### src/rtl/fetch_pkg.sv
// Shared types and constants for the instruction-fetch controller.
package fetch_pkg;

    typedef enum logic [1:0] {
        IDLE = 2'd0,
        REQ  = 2'd1,
        HOLD = 2'd2,
        DROP = 2'd3
    } fetch_state_t;

    // RV32I canonical NOP: addi x0, x0, 0
    localparam logic [31:0] NOP_INSTR = 32'h00000013;

endpackage : fetch_pkg

### src/rtl/fetch_ctrl.sv
// Fetch sequencer: drives the external PC register against a variable-latency
// instruction memory, parks responses while decode stalls, and absorbs redirects.
module fetch_ctrl
    import fetch_pkg::*;
#(
    parameter int WIDTH     = 32,
    parameter int CNT_WIDTH = 32
) (
    input  logic                 clk,
    input  logic                 rst,
    input  logic [WIDTH-1:0]     pc_in,
    output logic                 pc_en,
    output logic                 pc_src,
    output logic [WIDTH-1:0]     pc_target,
    input  logic                 redirect_valid,
    input  logic [WIDTH-1:0]     redirect_target,
    input  logic                 stall,
    output logic                 imem_req,
    output logic [WIDTH-1:0]     imem_addr,
    input  logic                 imem_ready,
    input  logic [WIDTH-1:0]     imem_rdata,
    output logic                 instr_valid,
    output logic [WIDTH-1:0]     instr_out,
    output logic [WIDTH-1:0]     instr_pc,
    output logic [CNT_WIDTH-1:0] fetch_count
);

    fetch_state_t         state;
    fetch_state_t         state_nxt;
    logic [WIDTH-1:0]     hold_q;
    logic [WIDTH-1:0]     redir_q;
    logic [CNT_WIDTH-1:0] count_q;

    logic hold_load;
    logic redir_load;
    logic consume;

    always_ff @(posedge clk or posedge rst) begin
        if (rst) begin
            state   <= IDLE;
            hold_q  <= WIDTH'(NOP_INSTR);
            redir_q <= '0;
            count_q <= '0;
        end else begin
            state <= state_nxt;
            if (hold_load) begin
                hold_q <= imem_rdata;
            end
            if (redir_load) begin
                redir_q <= redirect_target;
            end
            if (consume) begin
                count_q <= count_q + CNT_WIDTH'(1);
            end
        end
    end

    always_comb begin
        state_nxt = state;
        unique case (state)
            IDLE: state_nxt = REQ;
            REQ: begin
                if (redirect_valid) begin
                    // A redirect with no response yet must wait out the in-flight beat.
                    state_nxt = imem_ready ? REQ : DROP;
                end else if (imem_ready && stall) begin
                    state_nxt = HOLD;
                end
            end
            HOLD: begin
                if (redirect_valid || !stall) begin
                    state_nxt = REQ;
                end
            end
            DROP: begin
                if (imem_ready) begin
                    state_nxt = REQ;
                end
            end
            default: state_nxt = IDLE;
        endcase
    end

    always_comb begin
        pc_en       = 1'b0;
        pc_src      = 1'b0;
        pc_target   = redir_q;
        imem_req    = 1'b0;
        imem_addr   = '0;
        instr_valid = 1'b0;
        instr_out   = imem_rdata;
        instr_pc    = '0;
        hold_load   = 1'b0;
        redir_load  = 1'b0;
        consume     = 1'b0;

        unique case (state)
            IDLE: begin
                instr_out = WIDTH'(NOP_INSTR);
                if (redirect_valid) begin
                    pc_en     = 1'b1;
                    pc_src    = 1'b1;
                    pc_target = redirect_target;
                end
            end
            REQ: begin
                imem_req  = 1'b1;
                imem_addr = pc_in;
                instr_pc  = pc_in;
                if (imem_ready) begin
                    if (redirect_valid) begin
                        pc_en     = 1'b1;
                        pc_src    = 1'b1;
                        pc_target = redirect_target;
                    end else begin
                        instr_valid = 1'b1;
                        if (stall) begin
                            hold_load = 1'b1;
                        end else begin
                            pc_en   = 1'b1;
                            consume = 1'b1;
                        end
                    end
                end else if (redirect_valid) begin
                    redir_load = 1'b1;
                end
            end
            HOLD: begin
                imem_addr = pc_in;
                instr_out = hold_q;
                instr_pc  = pc_in;
                if (redirect_valid) begin
                    pc_en     = 1'b1;
                    pc_src    = 1'b1;
                    pc_target = redirect_target;
                end else begin
                    instr_valid = 1'b1;
                    if (!stall) begin
                        pc_en   = 1'b1;
                        consume = 1'b1;
                    end
                end
            end
            DROP: begin
                imem_req  = 1'b1;
                imem_addr = pc_in;
                instr_pc  = pc_in;
                if (redirect_valid) begin
                    redir_load = 1'b1;
                end
                // A redirect landing on the retiring beat beats the latched one.
                if (imem_ready) begin
                    pc_en     = 1'b1;
                    pc_src    = 1'b1;
                    pc_target = redirect_valid ? redirect_target : redir_q;
                end
            end
            default: begin
                instr_out = WIDTH'(NOP_INSTR);
            end
        endcase
    end

    assign fetch_count = count_q;

endmodule : fetch_ctrl

### config.mk
export PLATFORM = sky130hd
export DESIGN_NAME = fetch_ctrl
export DESIGN_NICKNAME = d
export VERILOG_FILES = /design/src/rtl/fetch_pkg.sv /design/src/rtl/fetch_ctrl.sv
export SDC_FILE = /design/constraint.sdc
export NUM_CORES = 1
export LEC_CHECK = 0
export BUFFER_PORTS_ARGS = -buffer_cell sky130_fd_sc_hd__buf_2
export CAP_MARGIN = 15
export CORE_MARGIN = 2
export CORE_UTILIZATION = 42
export CTS_CLUSTER_SIZE = 14
export DETAILED_ROUTE_END_ITERATION = 6
export GPL_ROUTABILITY_DRIVEN = 0
export PLACE_DENSITY = 0.79
export SYNTH_ARGS = -nofsm -noshare
export SYNTH_HDL_FRONTEND = slang
export SYNTH_SLANG_ARGS = --single-unit
### constraint.sdc
create_clock -name clk -period 3.1 [get_ports clk]
set_clock_uncertainty 0.15 [all_clocks]
set_input_delay 0.465 -clock clk [delete_from_list [all_inputs] [get_ports clk]]
set_output_delay 0.465 -clock clk [all_outputs]
set_load 0.02 [all_outputs]
* Word level (Yosys, flattened, before mapping) *
Cells that the tools add are included.

word-level totals
  logic and storage cells = 51
  input bits = 101
  output and inout bits = 164
  flip-flop bits (word level) = 98

cells by class
  reduce and logical (&&, ||, !) cells = 8
  equal/unequal tests = 6
  mux-type cells = 32
  add/subtract/negate cells = 1

operators by type and width
  cell                     number
  $pmux W32 S2             2
  $mux W32                 3
  $add A32 B1 Y32 const B  1
  $mux W1                  16
  $mux W2                  5
  $pmux W2 S4              1
  $pmux W1 S2              3
  $eq A2 B2 Y1 const B     2
  $ne A2 B2 Y1 const B     2
  $pmux W1 S4              1
  $reduce_or A2 Y1         2
  $ne A3 B3 Y1 const B     1
  $pmux W1 S3              1
  $reduce_and A3 Y1        1
  $reduce_or A3 Y1         1
  $eq A2 B1 Y1 const B     1
  $logic_not A2 Y1         1
  $logic_and A1 B1 Y1      1
  $logic_not A1 Y1         1
  $logic_or A1 B1 Y1       1

* Longest topological paths before layout *
Gate-level depths: netlist of the first run.

  word-level depth = 4
  depth in mapped cells = 9
  gate-level depth less buffers = 7

* Worst setup path after synthesis of the first run *
No wires, ideal clock.

  path kind = register to output
  start point = register state[1]
  end point = output pc_target[10]
  setup slack = 538 ps
  arrival time = 1,947 ps
  required time = 2,485 ps
  buffers on the path = 2
  cell stages (with the launch flop) = 8
  cells stage by stage = dfrtp_1 inv_1 ha_1 clkbuf_2 or2_2 a21o_1 buf_1 mux2_2

between the ends
  word-level cells in the longest chain between the ends = 3
  elaborated cells on any way between the ends = 7
  those cells by class = eq/ne: 3; mux: 1; reduce/logical: 3

RTL lines
  what                                        line              source
  start: declaration                          fetch_ctrl.sv:28  fetch_state_t state;
  start signal: assignment                    fetch_ctrl.sv:45  state <= state_nxt;
  $eq A2 B2 Y1, or another cell as far along  fetch_ctrl.sv:97  unique case (state)
  $reduce_or A2 Y1 (no line)                  --
  $pmux W32 S2 (*)                            fetch_ctrl.sv:97
  end: declaration                            fetch_ctrl.sv:14  output logic [WIDTH-1:0] pc_target,

Mark *: on every way between the ends. The rest lies on a longest branch, timed or not.

* Worst setup path in the final report of the first run *
  start point = register state[1]
  end point = output pc_target[24]

Same word-level chain as after synthesis.

==> impl_metrics.csv, run 1 <==
group,metric,value,unit
status,run_status,"finished, final reports clean",
yosys,ys_types,44,
routing,drc,0,
sta,fin_setup_tns,0,ps
worst_setup_path,cp-start-kind,"register",
finish,area_delta_synth_final,30.0,%
sta,period_share,0.954,
global_routing,antenna_found_initial,0,
clock_tree,cts_hold_buf,0,
floorplanning,num_rows,41,
hold_path,min_path_type,"input port to asynchronous set/reset pin",
worst_setup_path,cpMaxStageDelayCell,"dfrtp_1",
yosys,synth_edf_count,0,
floorplanning,die_area,13600,um2
finish,layout-drive-gt1-share,0.593,
routing,antenna_left,0,
routing,viasPerCell,4.99,
routing,vias,4290,
routing,first_pass_iters,4,
placement,hpwl,10700,um
global_routing,grt_pass1_vias,4079,
routing,wl_per_cell,16.1,um
routing,drt_wl_total,13800,um
yosys,synth_area_per_cell,11.7,um2
global_routing,track_usage,0.196,
worst_setup_path,slowest_delay,400,ps
power,power_density,836,nW/um2
sta,tightest_slew,661,ps
clock_tree,cts.sinks,98,
floorplanning,start_util,0.426,
placement,io_buffers,264,
worst_setup_path,ff2ff_setup_slack,340,ps
worst_setup_path,r2r-start,"state[0]",
sta,finalSetupViolations,0,
sta,drv_slew,0,
clock_tree,clkTransAtPathRegs,70,ps
yosys,netlist_area,5310,um2
floorplanning,io_pins,265,
worst_setup_path,endpoint_kind,"primary output",
finish,n_antenna_cell,0,
power,leakage,3.58,nW
worst_setup_path,crit_fanout,22,
sta,hold_violations,0,
floorplanning,die_w,116,um
clock_tree,root_buffer,"clkbuf_16",
sta,timing.fmax,338,MHz
finish,nets,789,
floorplanning,die_height,116,um
global_routing,grt_pass1_wl,20400,um
worst_setup_path,r2r-end,"fetch_count[26]",
worst_setup_path,cp_top_family,"buffers and inverters",
clock_tree,clock_latency,340,ps
worst_setup_path,worstPathCellList,"inv_1 -> ha_2 -> or2_2 -> a21o_2 -> buf_12 -> mux2_2 -> buf_2",
worst_setup_path,crit_buf_inv,3,
yosys,ys_ff_latch,98,
sta,fin_crit,2960,ps
clock_tree,postCtsSetupBuffers,0,
yosys,synth-seq-area-share,0.462,
yosys,synth_cells,453,
worst_setup_path,worstPathRequired,2480,ps
worst_setup_path,crit_cells,7,
yosys,async_reset_ff_frac,1.00,
sta,grt_setup_unrepaired,"false",
worst_setup_path,worstSetupPathType,"register to primary output",
yosys,synth_nets,559,
clock_tree,htreeDepth,3,
global_routing,grt_max_degree,52,
sta,hold_ws,160,ps
clock_tree,cts_tree,"built",
clock_tree,numCtsBuffers,9,
yosys,yosysWarnings,0,
routing,dr.first_iter.drc_count,184,
worst_setup_path,worstPathArrival,2340,ps
sta,max_slew_margin,0.560,
yosys,synthFlopType,"dfrtp_1",
clock_tree,clock_path_buffers,2,
power,peakVddDrop,542,uV
flow_run,maxCapViolCount,0,
floorplanning,coreArea,12500,um2
global_routing,overflow,0,
finish,final_util,0.554,
worst_setup_path,rr_worst_depth,7,
sequential cells by signal (all words and copies together) (netlist names):
name,count
hold_q,32
fetch_count,32
redir_q,32
state,2
cell usage in the layout, fill, tap and decap left out, types with 4 or more instances in the layout:
| cell type | Yosys | layout |
|---|---|---|
| clkbuf_16 | 0 | 9 |
| buf_4 | 32 | 9 |
| inv_1 | 9 | 8 |
| and2_1 | 7 | 7 |
| ha_1 | 5 | 4 |
| xnor2_1 | 18 | 18 |
| xor2_1 | 13 | 13 |
| mux2_2 | 97 | 97 |
| a22o_1 | 28 | 28 |
| nor2b_1 | 32 | 32 |
| nand4_1 | 6 | 6 |
| nand3_1 | 12 | 12 |
| dfrtp_1 | 95 | 95 |
| nor2_1 | 11 | 10 |
| buf_2 | 0 | 264 |
| nand2_1 | 20 | 20 |
| nor3_2 | 4 | 4 |
| a21oi_1 | 4 | 4 |
| and4_1 | 6 | 6 |
tightest hold or removal path: cells and delay by family:
family	cells	cell delay, ps
buf+inv	3	650
metrics by stage:
stage / total power [mW] / instance area (um2) / worst slack (ps) / cells
3_3_place_gp: 4.56 / 6600 / 414 / 844
5_1_grt: 6.13 / 6910 / 3.64 / 860
3_5_place_dp: 4.67 / 6600 / 295 / 844
6_report: 5.77 / 6910 / 143 / 860
2_1_floorplan: 3.90 / 5320 / 538 / 453
4_1_cts: 5.83 / 6910 / 37.4 / 860
cell usage after synthesis (2+ instances only):
library cell	n	area share
mux2_2	97	0.21
dfrtp_1	95	0.45
buf_4	32	0.045
nor2b_1	32	0.038
a22o_1	28	0.046
nand2_1	20	0.014
xnor2_1	18	0.030
clkbuf_1	15	0.011
xor2_1	13	0.021
nand3_1	12	0.011
nor2_1	11	0.0078
inv_1	9	0.0064
and2_1	7	0.0082
and4_1	6	0.0099
nand4_1	6	0.0071
ha_1	5	0.012
a21oi_1	4	0.0038
buf_1	4	0.0028
nor3_2	4	0.0075
a211o_1	3	0.0049
buf_6	3	0.0064
dfstp_2	3	0.015
o21ai_0	3	0.0028
and3_1	2	0.0024
nor3_1	2	0.0019
power by group:
part	switching (mW)	internal, mW	total, mW
Combinational	1.47	1.16	2.63
Clock	0.467	0.673	1.14
Sequential	0.256	1.75	2.01
Total	2.19	3.58	5.77
area by class of cell:
class	count	area, um2
fillers	1076	5560
multi-input cells	291	2480
flip-flops and latches	98	2460
repair buffers	274	1410
clock buffers	13	260
well taps	172	215
clock inverters	3	46.3
inverters	9	37.5
repair_timing:
item                       CTS  global route
pin swaps                    0             0
setup endpoints to repair   22            22
gates resized for setup      1             1
per-layer routing:
layer  global-route usage  vias to the layer above  share of wire
met5                    0                        -              0
met4               0.0492                        0         0.0070
met3               0.0545                       10          0.063
met2                0.355                      160           0.53
met1                0.228                     2099           0.40
li1                     -                     2021              -
worst max-delay path by stage:
stage	start	end	slack [ps]
after floorplan	state[1]	pc_target[10]	540
after global placement	state[1]	pc_target[29]	410
after detailed placement	state[1]	pc_target[24]	290
after CTS	state[1]	pc_target[24]	40
after global routing	state[1]	pc_target[27]	4
final	state[1]	pc_target[24]	140
kinds of logic after synthesis:
logic type               after synthesis  share of synthesized area
AND/OR/NAND/NOR                      113                      0.128
buffers and inverters                 64                     0.0723
AO/OA/AOI/OAI                         45                     0.0695
adder cells (fa/ha/maj)                5                     0.0118
XOR/XNOR                              31                     0.0511
multiplexers                          97                      0.206
flip-flops                            98                      0.462
(Power assumes the default switching activity.)
==> inputs of run 2 (changes only) <==
--- a/config.mk
+++ b/config.mk
@@ -7,12 +7,13 @@
 export LEC_CHECK = 0
 export BUFFER_PORTS_ARGS = -buffer_cell sky130_fd_sc_hd__buf_2
 export CAP_MARGIN = 15
-export CORE_MARGIN = 2
-export CORE_UTILIZATION = 42
+export CORE_ASPECT_RATIO = 0.6
+export CORE_UTILIZATION = 43
+export CTS_BUF_LIST = sky130_fd_sc_hd__clkbuf_4
 export CTS_CLUSTER_SIZE = 14
 export DETAILED_ROUTE_END_ITERATION = 6
 export GPL_ROUTABILITY_DRIVEN = 0
-export PLACE_DENSITY = 0.79
+export PLACE_DENSITY = 0.81
 export SYNTH_ARGS = -nofsm -noshare
 export SYNTH_HDL_FRONTEND = slang
 export SYNTH_SLANG_ARGS = --single-unit
==> impl_metrics.csv, run 2 (synthesis results as in run 1) <==
group,metric,value,unit
sta,fin_ws,88.2,ps
worst_setup_path,cp-start-kind,"register",
floorplanning,die_area,12800,um2
routing,wl_per_cell,16.9,um
sta,grt_setup_unrepaired,"true",
routing,dr.first_iter.drc_count,132,
worst_setup_path,r2r-end,"fetch_count[30]",
floorplanning,die_w,146,um
global_routing,grt_pass1_vias,3979,
power,power_density,793,nW/um2
sta,hold_violations,0,
power,p_sw,2.20,mW
sta,tightest_slew,727,ps
global_routing,overflow,0,
clock_tree,cts.sinks,98,
worst_setup_path,rr_worst_depth,7,
sta,fin_setup_tns,0,ps
clock_tree,clock_path_buffers,2,
sta,hold_ws,87.7,ps
sta,fin_crit,3010,ps
sta,timing.fmax,332,MHz
floorplanning,start_util,0.441,
sta,finalSetupViolations,0,
worst_setup_path,worstPathArrival,2400,ps
placement,post-place-ws,420,ps
worst_setup_path,worstPathRequired,2480,ps
routing,route.top_layer_used,"met4",
hold_path,worstHoldPathCells,2,
global_routing,grt_pass1_wl,21300,um
floorplanning,coreArea,12100,um2
routing,drc,0,
sta,max_slew_margin,0.515,
routing,drt_wl_total,14500,um
routing,met1Wirelength,6590,um
clock_tree,cts_tree,"built",
routing,vias,4366,
placement,hpwl,11300,um
worst_setup_path,r2r-start,"state[1]",
sta,drv_slew,0,
routing,viasPerCell,5.11,
power,seq_power_share,0.371,
routing,wl_met3,736,um
routing,first_pass_iters,6,
finish,layout_common_cells,"buf_2 (264), mux2_2 (97), dfrtp_1 (95)",
sta,period_share,0.972,
power,power.total,5.36,mW
floorplanning,die_height,88.1,um
hold_path,min_path_type,"input port to register",
hold_path,min_to,"redir_q[6]",
worst_setup_path,endpoint_kind,"primary output",
clock_tree,clock_latency,450,ps
floorplanning,io_pins,265,
flow_run,maxCapViolCount,0,
power,leakage,3.51,nW
routing,route.met2.wl,6970,um
global_routing,track_usage,0.216,
finish,area_delta_synth_final,27.3,%
floorplanning,num_rows,31,
placement,io_buffers,264,
status,run_status,"finished, final reports clean",
finish,layout_commonest_cell,"buf_2",
clock_tree,clkTransAtPathRegs,170,ps
power,p_int,3.16,mW
power,peakVddDrop,448,uV
finish,design_area,6770,um2
worst_setup_path,worstSetupPathType,"register to primary output",
power,clkPwrFrac,0.134,
hold_path,worstHoldStart,"redirect_target[6]",
power,p_comb_frac,0.495,
worst_setup_path,ff2ff_setup_slack,360,ps
placement,placed_area,6580,um2
global_routing,grt_max_degree,43,
worst_setup_path,crit_fanout,32,
clock_tree,numCtsBuffers,9,
finish,nets,789,
power,power.share.switching,0.411,
routing,antenna_left,0,
clock_tree,root_buffer,"clkbuf_4",
finish,layout-drive-gt1-share,0.594,
clock_tree,htreeDepth,3,
global_routing,antenna_found_initial,2,
-- run 2: cell types whose count changed in the layout (fill, tap and decap cells not counted), moves of 2 or more --
cell       delta
clkbuf_16     -9
clkbuf_4      +9
buf_4         -3
clkbuf_1      -2
clkbuf_8      -2
-- run 2: critical path, stage by stage, from the launching register on --
cell and delay, ps:
dfrtp_1 440, inv_1 80, ha_2 240, or2_2 320
a21o_1 200, buf_8 180, mux2_2 300, buf_2 160
-- run 2: layout make-up --
type / instances / area [um2]
repair buffers: 274 / 1420
inverters: 9 / 37.5
clock buffers: 9 / 67.6
diodes: 1 / 2.50
well taps: 165 / 206
flip-flops and latches: 98 / 2460
clock inverters: 7 / 87.6
multi-input cells: 291 / 2480
fillers: 1067 / 5300
-- run 2: power groups by stage --
stage / registers, mW / clock network (mW) / logic (mW)
final: 1.99 / 0.716 / 2.66
after global routing: 2.04 / 0.795 / 2.85
after CTS: 1.99 / 0.746 / 2.67
after detailed placement: 2.02 / 0 / 2.66
after global placement: 1.98 / 0 / 2.59
after floorplan: 1.96 / 0 / 1.94
-- run 2: how the worst max path moves through the flow --
stage          startpoint              end  slack, ps  cells after the start
2_1_floorplan    state[1]    pc_target[10]        540                      7
3_3_place_gp     state[1]    pc_target[26]        530                      7
3_5_place_dp     state[1]  fetch_count[30]        420                      7
4_1_cts          state[0]     instr_out[5]         60                      7
5_1_grt          state[1]     pc_target[2]        -20                      7
6_report         state[1]     pc_target[3]         90                      7
-- run 2: what timing repair did --
item,4_1_cts,5_1_grt
gates resized for setup,2,3
buffers inserted,0,0
endpoints found under the hold margin,31,0
endpoints found under the setup margin,32,77
hold buffers,1,0
gates cloned,0,0
-- run 2: routing by layer --
layer / global-route usage / vias to the layer above
met4: 0.0545 / 0
met1: 0.296 / 2174
met2: 0.347 / 149
met3: 0.0516 / 16
li1: - / 2027
met5: 0 / -
-- run 2: stage by stage --
step,instances,utilization
global placement,836,0.546
floorplan,453,-
finish,854,0.561
detailed placement,836,0.546
CTS,853,0.560
global route,853,0.561
==> inputs of run 3 (changes only) <==
--- a/config.mk
+++ b/config.mk
@@ -8,12 +8,12 @@
 export BUFFER_PORTS_ARGS = -buffer_cell sky130_fd_sc_hd__buf_2
 export CAP_MARGIN = 15
 export CORE_ASPECT_RATIO = 0.6
-export CORE_UTILIZATION = 43
+export CORE_UTILIZATION = 33
 export CTS_BUF_LIST = sky130_fd_sc_hd__clkbuf_4
 export CTS_CLUSTER_SIZE = 14
 export DETAILED_ROUTE_END_ITERATION = 6
 export GPL_ROUTABILITY_DRIVEN = 0
-export PLACE_DENSITY = 0.81
+export PLACE_DENSITY = 0.63
 export SYNTH_ARGS = -nofsm -noshare
 export SYNTH_HDL_FRONTEND = slang
 export SYNTH_SLANG_ARGS = --single-unit
==> constraint.sdc (replaced) <==
create_clock -name clk -period 3.75 [get_ports clk]
set_clock_uncertainty 0.15 [all_clocks]
set_input_delay 0.5625 -clock clk [delete_from_list [all_inputs] [get_ports clk]]
set_output_delay 0.5625 -clock clk [all_outputs]
set_load 0.02 [all_outputs]
==> impl_metrics.csv, run 3 (synthesis results as in run 1) <==
group,metric,value,unit
status,run_status,"complete, but fails checks",
status,violations,"design-rule violations",
worst_setup_path,worstPathRequired,3040,ps
clock_tree,cts.sinks,98,
finish,area_delta_synth_final,27.2,%
sta,timing.fmax,306,MHz
finish,layout-drive-gt1-share,0.591,
sta,tightest_slew,708,ps
floorplanning,coreArea,15500,um2
floorplanning,die_area,16600,um2
finish,nFillCells,1476,
global_routing,track_usage,0.161,
sta,fin_crit,3270,ps
worst_setup_path,endpoint_kind,"primary output",
finish,layout_commonest_cell,"buf_2",
routing,first_pass_iters,7,
routing,drc,18,
sta,grt_setup_unrepaired,"false",
clock_tree,clkTransAtPathRegs,180,ps
hold_path,min_path_type,"input port to register",
sta,max_slew_margin,0.524,
clock_tree,numCtsBuffers,9,
routing,drt_wl_total,13900,um
routing,dr.first_iter.drc_count,276,
routing,viasPerCell,4.79,
global_routing,antenna_found_initial,1,
placement,placed_area,6600,um2
sta,finalSetupViolations,0,
clock_tree,cts_tree,"built",
floorplanning,io_pins,265,
sta,hold_violations,0,
floorplanning,die_w,166,um
global_routing,overflow,0,
worst_setup_path,crit_fanout,32,
clock_tree,clock_latency,460,ps
finish,nets,788,
worst_setup_path,worstPathArrival,2560,ps
placement,io_buffers,264,
routing,vias,4266,
finish,layout_common_cells,"buf_2 (264), mux2_2 (97), dfrtp_1 (95)",
worst_setup_path,cp-start-kind,"register",
global_routing,grt_max_degree,39,
sta,drv_slew,0,
clock_tree,root_buffer,"clkbuf_4",
global_routing,grt_pass1_wl,21100,um
routing,antenna_left,0,
power,peakVddDrop,309,uV
clock_tree,ctsResizeCount,0,
clock_tree,htreeDepth,3,
clock_tree,postCtsSetupBuffers,0,
floorplanning,die_height,100,um
finish,multi_input_area,2480,um2
power,power_density,646,nW/um2
floorplanning,num_rows,35,
routing,wl_per_cell,15.7,um
power,leakage,3.49,nW
flow_run,maxCapViolCount,0,
sta,fin_setup_tns,0,ps
floorplanning,start_util,0.342,
placement,hpwl,10600,um
finish,seq_area,2460,um2
global_routing,grt_pass1_vias,3965,
sta,period_share,0.872,
worst_setup_path,worstSetupPathType,"register to primary output",
clock_tree,clock_path_buffers,2,
finish,design_area,6760,um2
==> run 3: cell types whose count changed in the layout (fill, tap and decap cells not counted), sizes merged <==
| cell | before | now |
|---|---|---|
| buf | 273 | 272 |
| bufinv | 1 | 0 |
| clkbuf | 9 | 10 |
| clkinv | 3 | 1 |
| inv | 10 | 12 |
==> run 3: final timing paths <==
kind,startpoint,endpoint,slack (ps),cells past startpoint
max in group asynchronous,rst,hold_q[4],2060,4
worst max register to register,state[0],fetch_count[14],970,8
worst max-delay path,state[1],pc_target[10],480,7
worst min register to register,fetch_count[31],fetch_count[31],340,1
min in group asynchronous,rst,fetch_count[14],490,3
worst min-delay path,redirect_target[4],redir_q[4],180,2
==> run 3: cell type report <==
| class | count | share of cell area |
|---|---|---|
| Multi-Input combinational cell | 291 | 0.367 |
| Sequential cell | 98 | 0.363 |
| Timing Repair Buffer | 273 | 0.207 |
| Tap cell | 203 | 0.0376 |
| Clock buffer | 10 | 0.0111 |
| Clock inverter | 6 | 0.00851 |
| Inverter | 9 | 0.00537 |
| Antenna cell | 1 | 0.000370 |
==> run 3: report_power, final <==
part           internal [mW]  leakage [nW]  switching, mW
Combinational          0.950          2.22           1.23
Clock                  0.157        0.0668          0.398
Sequential              1.44          1.21          0.195
==> run 3: critical path, stage by stage, from the launching register on <==
cell	delay, ps
dfrtp_1	450
inv_1	90
ha_1	350
or2_2	190
a21o_1	100
buf_4	360
mux2_2	400
buf_2	160
==> run 3: timing repair <==
item,CTS,global route
hold buffers,1,0
hold endpoints to repair,30,0
setup endpoints to repair,0,0
==> run 3: per-layer routing <==
| layer | vias up | global-route usage | part of all wire |
|---|---|---|---|
| met4 | 0 | 0.0460 | 0.0096 |
| met1 | 2067 | 0.230 | 0.48 |
| met2 | 160 | 0.239 | 0.45 |
| met5 | - | 0 | 0 |
| li1 | 2027 | - | - |
| met3 | 12 | 0.0450 | 0.066 |
==> run 3: stage by stage <==
stage	power [mW]	worst slack, ps	instances	hold slack [ps]	utilization
global route	4.66	262	891	111	0.435
floorplan	3.23	480	453	324	-
CTS	4.41	317	889	129	0.434
detailed placement	3.84	875	872	316	0.425
global placement	3.77	940	872	310	0.425
finish	4.37	480	891	178	0.435
